**config.mk**
```make
export PLATFORM = sky130hd
export DESIGN_NAME = serial_word_receiver_flat
export DESIGN_NICKNAME = d
export VERILOG_FILES = /design/src/rtl/serial_word_receiver_if.sv /design/src/rtl/serial_word_receiver.sv /design/src/flat_wrapper.sv
export SDC_FILE = /design/constraint.sdc
export NUM_CORES = 1
export LEC_CHECK = 0
export ABC_AREA = 1
export CORE_AREA = 3 3 42 44
export CTS_BUF_LIST = sky130_fd_sc_hd__clkbuf_8
export DETAILED_ROUTE_END_ITERATION = 8
export DIE_AREA = 0 0 45 47
export PLACE_DENSITY = 0.77
export REMOVE_ABC_BUFFERS = 1
export SETUP_SLACK_MARGIN = 0.15
export SYNTH_ARGS = -nofsm -noshare
export SYNTH_HDL_FRONTEND = slang
export SYNTH_SLANG_ARGS = --single-unit
```
**constraint.sdc**
```tcl
create_clock -name clk -period 1.52 [get_ports clk]
set_input_delay 0.304 -clock clk [delete_from_list [all_inputs] [get_ports clk]]
set_output_delay 0.304 -clock clk [all_outputs]
set_load 0.005 [all_outputs]
```
**src/rtl/serial_word_receiver_if.sv**
```systemverilog
// Serial-in / parallel-out bundle for serial_word_receiver.
// The receiver takes the slave side; the producer/consumer takes the master side.
interface serial_word_receiver_if #(
    parameter int WIDTH = 4
);
    logic             frame_start;
    logic             lsb_first;
    logic             serial_valid;
    logic             serial_in;
    logic             out_ready;
    logic [WIDTH-1:0] parallel_out;
    logic             out_valid;
    logic             busy;
    logic             overrun;

    modport slave (
        input  frame_start, lsb_first, serial_valid, serial_in, out_ready,
        output parallel_out, out_valid, busy, overrun
    );

    modport master (
        output frame_start, lsb_first, serial_valid, serial_in, out_ready,
        input  parallel_out, out_valid, busy, overrun
    );
endinterface

```
**src/rtl/serial_word_receiver.sv**
```systemverilog
// Collects WIDTH strobed serial bits after frame_start, in either bit order,
// and presents the word on a registered valid/ready output with a sticky overrun flag.
module serial_word_receiver #(
    parameter int WIDTH = 4,
    parameter int CNT_W = 3
) (
    input  logic                  clk,
    input  logic                  rst,
    serial_word_receiver_if.slave bus
);
    typedef enum logic {IDLE, SHIFT} state_t;

    state_t             state_q, state_d;
    logic [WIDTH-1:0]   sreg_q, sreg_d, shifted;
    logic [CNT_W-1:0]   cnt_q, cnt_d;
    logic               order_q, order_d;
    logic               word_done;
    logic [WIDTH-1:0]   par_q;
    logic               vld_q, ovr_q;

    always_ff @(posedge clk or posedge rst) begin
        if (rst) begin
            state_q <= IDLE;
            sreg_q  <= '0;
            cnt_q   <= '0;
            order_q <= 1'b0;
        end else begin
            state_q <= state_d;
            sreg_q  <= sreg_d;
            cnt_q   <= cnt_d;
            order_q <= order_d;
        end
    end

    always_comb begin
        state_d   = state_q;
        sreg_d    = sreg_q;
        cnt_d     = cnt_q;
        order_d   = order_q;
        word_done = 1'b0;
        shifted   = order_q ? {bus.serial_in, sreg_q[WIDTH-1:1]}
                            : {sreg_q[WIDTH-2:0], bus.serial_in};
        // frame_start wins over everything, including a completing word
        if (bus.frame_start) begin
            state_d = SHIFT;
            order_d = bus.lsb_first;
            cnt_d   = '0;
            sreg_d  = '0;
            if (bus.serial_valid) begin
                sreg_d = bus.lsb_first ? {bus.serial_in, {(WIDTH-1){1'b0}}}
                                       : {{(WIDTH-1){1'b0}}, bus.serial_in};
                cnt_d  = CNT_W'(1);
            end
        end else if (state_q == SHIFT && bus.serial_valid) begin
            sreg_d = shifted;
            if (cnt_q == CNT_W'(WIDTH-1)) begin
                word_done = 1'b1;
                state_d   = IDLE;
                cnt_d     = '0;
            end else begin
                cnt_d = cnt_q + CNT_W'(1);
            end
        end
    end

    // A completed word loads only if the output slot is empty or draining this edge
    always_ff @(posedge clk or posedge rst) begin
        if (rst) begin
            par_q <= '0;
            vld_q <= 1'b0;
            ovr_q <= 1'b0;
        end else if (word_done && (!vld_q || bus.out_ready)) begin
            par_q <= sreg_d;
            vld_q <= 1'b1;
        end else if (word_done) begin
            ovr_q <= 1'b1;
        end else if (vld_q && bus.out_ready) begin
            vld_q <= 1'b0;
        end
    end

    assign bus.parallel_out = par_q;
    assign bus.out_valid    = vld_q;
    assign bus.overrun      = ovr_q;
    assign bus.busy         = (state_q == SHIFT);
endmodule

```
**src/flat_wrapper.sv**
```systemverilog
// flat-port wrapper written by rule: the top's interface ports become plain ports
module serial_word_receiver_flat 
#(
    parameter int WIDTH = 4,
    parameter int CNT_W = 3
)
  (clk, rst, bus_frame_start, bus_lsb_first, bus_serial_valid, bus_serial_in, bus_out_ready, bus_parallel_out, bus_out_valid, bus_busy, bus_overrun);
  serial_word_receiver_if #(.WIDTH(WIDTH)) bus_i ();
  input  logic clk;
  input  logic rst;
  input wire logic [$bits(bus_i.frame_start)-1:0] bus_frame_start;
  input wire logic [$bits(bus_i.lsb_first)-1:0] bus_lsb_first;
  input wire logic [$bits(bus_i.serial_valid)-1:0] bus_serial_valid;
  input wire logic [$bits(bus_i.serial_in)-1:0] bus_serial_in;
  input wire logic [$bits(bus_i.out_ready)-1:0] bus_out_ready;
  output wire logic [$bits(bus_i.parallel_out)-1:0] bus_parallel_out;
  output wire logic [$bits(bus_i.out_valid)-1:0] bus_out_valid;
  output wire logic [$bits(bus_i.busy)-1:0] bus_busy;
  output wire logic [$bits(bus_i.overrun)-1:0] bus_overrun;
  assign bus_i.frame_start = bus_frame_start;
  assign bus_i.lsb_first = bus_lsb_first;
  assign bus_i.serial_valid = bus_serial_valid;
  assign bus_i.serial_in = bus_serial_in;
  assign bus_i.out_ready = bus_out_ready;
  assign bus_parallel_out = bus_i.parallel_out;
  assign bus_out_valid = bus_i.out_valid;
  assign bus_busy = bus_i.busy;
  assign bus_overrun = bus_i.overrun;
  serial_word_receiver #(.WIDTH(WIDTH), .CNT_W(CNT_W)) u_core (.clk(clk), .rst(rst), .bus(bus_i));
endmodule
```
# == Yosys cells after proc, flatten, opt, wreduce, memory -nomap -nowiden ==
# Cells that the tools add are included.
# op_classes
addsub,1
n_eq_ne,2
n_mux,18
bitwise_logic,1
reduce_logical,11
# ops
operator,n
4-bit two-way mux,5
1-bit two-way mux,10
3-bit two-way mux,3
2-bit AND reduction,3
2-bit nonzero test,3
3-bit by 1-bit adder with 3-bit output (second input constant),1
3-bit by 2-bit == test with 1-bit output (second input constant),1
1-bit logical AND,3
2-bit != test (second input constant),1
1-bit zero test,1
1-bit logical OR,1
1-bit NOT,1
# totals
register_bits,15
inputBits,7
out_inout_bits,7
word_cells,40

# == Longest topological paths before layout ==
# logic_depth
depth_word,7
ltp_mapped,8
mapped_depth_nobuf,8

# == Worst setup path after synthesis ==
# No wires, ideal clock.
# synth_path
kind,register to register
from,register u_core.cnt_q[0]
to,"register u_core.par_q[0], in the netlist u_core.bus.parallel_out[0]"
setup_ps,116
arrival_ps,1013
required_ps,1404
setup_slack_ps,391
path_stages_with_launch,9
n_path_buf,0
synth_period_minus_slack_ps,1129
cell_sequence,dfrtp_1 -> ha_1 -> inv_1 -> nor2_1 -> nand2_4 -> inv_2 -> nand2_2 -> nand2_1 -> nand2_1
# synth_between
elab_chain_cells,5
# synth_lines
element,line_no,rtl
"start, declared",serial_word_receiver.sv:15,"logic [CNT_W-1:0] cnt_q, cnt_d;"
"start signal, assigned",serial_word_receiver.sv:30,cnt_q <= cnt_d;
3-bit by 2-bit == test with 1-bit output,serial_word_receiver.sv:56,if (cnt_q == CNT_W'(WIDTH-1)) begin
1-bit two-way mux,serial_word_receiver.sv:56,
1-bit two-way mux,serial_word_receiver.sv:54,end else if (state_q == SHIFT && bus.serial_valid) begin
1-bit two-way mux,serial_word_receiver.sv:44,if (bus.frame_start) begin
1-bit logical AND,serial_word_receiver.sv:72,end else if (word_done && (!vld_q || bus.out_ready)) begin
"end signal, assigned",serial_word_receiver.sv:73,par_q <= sreg_d;
"end, declared",serial_word_receiver.sv:18,logic [WIDTH-1:0] par_q;
# Every way passes these cells.
# A chain may end at the register's enable or synchronous reset.

# == Worst setup path after layout ==
# layout_path
from,input port bus_frame_start
to,"register u_core.par_q[2], in the netlist u_core.bus.parallel_out[2]"
# layout_between
elab_chain_cells,2
elab_cells_between_ends,3
cone_classes,mux (2); reduce/logical (1)
# layout_lines
element,line_no,rtl
"start, declared",flat_wrapper.sv:11,input wire logic [$bits(bus_i.frame_start)-1:0] bus_frame_start;
1-bit two-way mux,serial_word_receiver.sv:44,
1-bit logical AND,serial_word_receiver.sv:72,
# Parallel ways exist; a longest one is shown, timed or not.

==> flow_metrics.env <==
export IMPL_worstPathMaxFanout=6
export IMPL_grt_max_degree=16
export IMPL_grt_pass1_wl_um=2497
export IMPL_fin_util_pct=66.75
export IMPL_slew_violations=0
export IMPL_routed_wl_um=1449
export IMPL_initialDrtViolationCount=7
export IMPL_dp_cells=122
export IMPL_power_leakage_nw=0.5731
export IMPL_r2r_start="u_core.cnt_q[0]"
export IMPL_hold_class="input pin to async pin"
export IMPL_ir_drop_mv=0.5175
export IMPL_cpPeakStageDelay_ns=0.46
export IMPL_finalSetupTns_ns=0
export IMPL_coreArea_mm2=0.001471
export IMPL_holdWs_ns=0.3575
export IMPL_slew_headroom_pct=83.70
export IMPL_rr_worst_depth=8
export IMPL_finalHoldViolations=0
export IMPL_worst_ep_arrival_time_ns=1.40
export IMPL_grt_pass1_vias=615
export IMPL_die_area_mm2=0.002115
export IMPL_dpl_hpwl_um=1096
export IMPL_place_ws_ns=-0.02013
export IMPL_grt_total_usage_pct=16.16
export IMPL_avgRoutedWirePerCell_um=11.32
export IMPL_total_power_mw=0.9166
export IMPL_layout_setup_ws_ns=0.2457
export IMPL_yosysTopAreaCell="dfrtp_1"
export IMPL_fin_skew_ns=0.004077
export IMPL_ant_nets=0
export IMPL_required_ns=1.65
export IMPL_cts_root_buf="clkbuf_8"
export IMPL_place_congestion=0.8108
export IMPL_netlist_top_cells_area="dfrtp_1, nand2_1, inv_1, nand3_1, nand2_4"
export IMPL_cts_buffer_depth=2
export IMPL_clock_sinks=15
export IMPL_synth_edff_count=0
export IMPL_synth_seq_cells=15
export IMPL_layout_drive_gt1_share_pct=16.96
export IMPL_worst_pin_slew_ns=0.2436
export IMPL_synth_distinct_cells=17
export IMPL_vias=630
export IMPL_clock_latency_ns=0.24
export IMPL_nFillCells=126
export IMPL_layout_commonest_cell="nand2_1"
export IMPL_clkTransAtPathRegs_ns=0.06
export IMPL_start_util_pct=49.91
export IMPL_fmax_ghz=0.7848
export IMPL_crit_path_end_kind="register"
export IMPL_place_area_um2=918.4
export IMPL_synth_area_um2=734.5
export IMPL_synthCells=88
export IMPL_critPathLaunchType="input pin"
export IMPL_cts_tree="yes"
export IMPL_antenna_found_initial=0
export IMPL_cp_top_family="buffers and inverters"
export IMPL_final_area_um2=982.2
export IMPL_area_growth_pct=33.73
export IMPL_yosysSeqAreaShare_pct=51.11
export IMPL_die_h_um=47
export IMPL_finalNetCount=121
export IMPL_crit_buf_inv=3
export IMPL_viasPerCell=4.922
export IMPL_status="finished clean"
export IMPL_drt_pass1_iter_count=4
export IMPL_postSynthAreaPerCell_um2=8.346
export IMPL_mostFrequentLayoutCells="nand2_1, dfrtp_1, inv_1"
export IMPL_ctsHtreeMaxLevel=1
export IMPL_cts_buffers=3
export IMPL_pin_count=14
export IMPL_fin_cells=128
export IMPL_critical_path_class="input pin to register"
export IMPL_cts_hold_buf=0
export IMPL_r2r_setup_slack_ns=0.35
export IMPL_core_rowCount=14
export IMPL_remaining_drc_errors=0
export IMPL_async_reset_ff_share_pct=100.0
export IMPL_post_route_period_util_pct=83.83
export IMPL_ys_warn_count=0
export IMPL_cap_violations=0
export IMPL_cpMaxStageDelayCell="clkdlybuf4s50_1"
export IMPL_power_density_mw_per_mm2=933.2
export IMPL_path_cells="clkdlybuf4s50_1, buf_6, nor2_8, nand2_4, inv_2, nand2_2, nand2_1, nand2_1"
export IMPL_worstReg2RegEnd="u_core.bus.parallel_out[2]"
export IMPL_die_w_um=45
export IMPL_synthFlopType="dfrtp_1"
export IMPL_io_buffers=13
export IMPL_grt_ovfl_total=0
export IMPL_period_minus_slack_ns=1.274
export IMPL_rsz0062_at_grt="false"
export IMPL_cp_common_cell="nand2_1"
export IMPL_synth_top_area_share_pct=51.11
export IMPL_setup_viol=0
export IMPL_diodes=0
## report_power, final
part	switching [mW]	total (mW)	leakage, nW	internal [mW]
clock network	0.122	0.300	0.0269	0.178
logic	0.0843	0.161	0.349	0.0765
registers	0.0216	0.455	0.197	0.434
## tightest hold or removal path: stages
cell and delay [ns]:
clkdlybuf4s50_1 0.39, inv_1 0.05, buf_4 0.21
## cell type report
| class | instances | area [um^2] | share of cell area (%) |
|---|---|---|---|
| inverters | 12 | 45.04 | 4.586 |
| flip-flops and latches | 15 | 375.4 | 38.22 |
| clock buffers | 3 | 41.29 | 4.204 |
| clock inverters | 1 | 3.754 | 0.3822 |
| well taps | 16 | 20.02 | 2.038 |
| multi-input cells | 60 | 305.3 | 31.08 |
| repair buffers | 21 | 191.4 | 19.49 |
## kinds of logic (layout without fill, tap and decap cells)
group                    Yosys count  in the layout  synth area share [%]
AND/OR/NAND/NOR                   54             54                 34.92
flip-flops                        15             15                 51.11
buffers and inverters             13             37                 7.666
AO/OA/AOI/OAI                      5              5                 4.601
adder cells (fa/ha/maj)            1              1                 1.703
## sequential cells by signal, indices dropped and copies added, names as in the netlist
register,cells
u_core.bus.parallel_out,4
u_core.sreg_q,4
u_core.cnt_q,3
u_core.bus.busy,1
u_core.bus.out_valid,1
u_core.bus.overrun,1
u_core.order_q,1
## cells in the mapped netlist (2+ instances only)
library cell  count
dfrtp_1          15
nor2_1            5
nand4_1           2
nand2_1          36
inv_1            11
nand2_4           2
o21ai_0           2
nand3_1           6
## what timing repair did
item / in CTS / in global routing
gates resized for setup: 6 / 4
setup endpoints to repair: 7 / 5
setup buffers: 2 / 0
## routing by layer
metal	track usage, %	vias up	part of all wire (%)
met1	21.77	295	47
met3	3.448	0	4.2
li1	-	318	-
met5	0	-	0
met2	26.84	17	49
met4	3.509	0	0
## worst max path at each step
stage                          from                         end  slack (ns)  depth (start not counted)
floorplan           u_core.cnt_q[0]  u_core.bus.parallel_out[0]        0.39                          8
global placement    bus_frame_start  u_core.bus.parallel_out[2]       0.001                          8
detailed placement  bus_frame_start  u_core.bus.parallel_out[3]       -0.02                          8
CTS                 u_core.bus.busy                    bus_busy        0.12                          1
global route        bus_frame_start  u_core.bus.parallel_out[1]        0.16                          8
finish              bus_frame_start  u_core.bus.parallel_out[2]        0.25                          8
No activity file was read; power rests on OpenSTA's default activity.
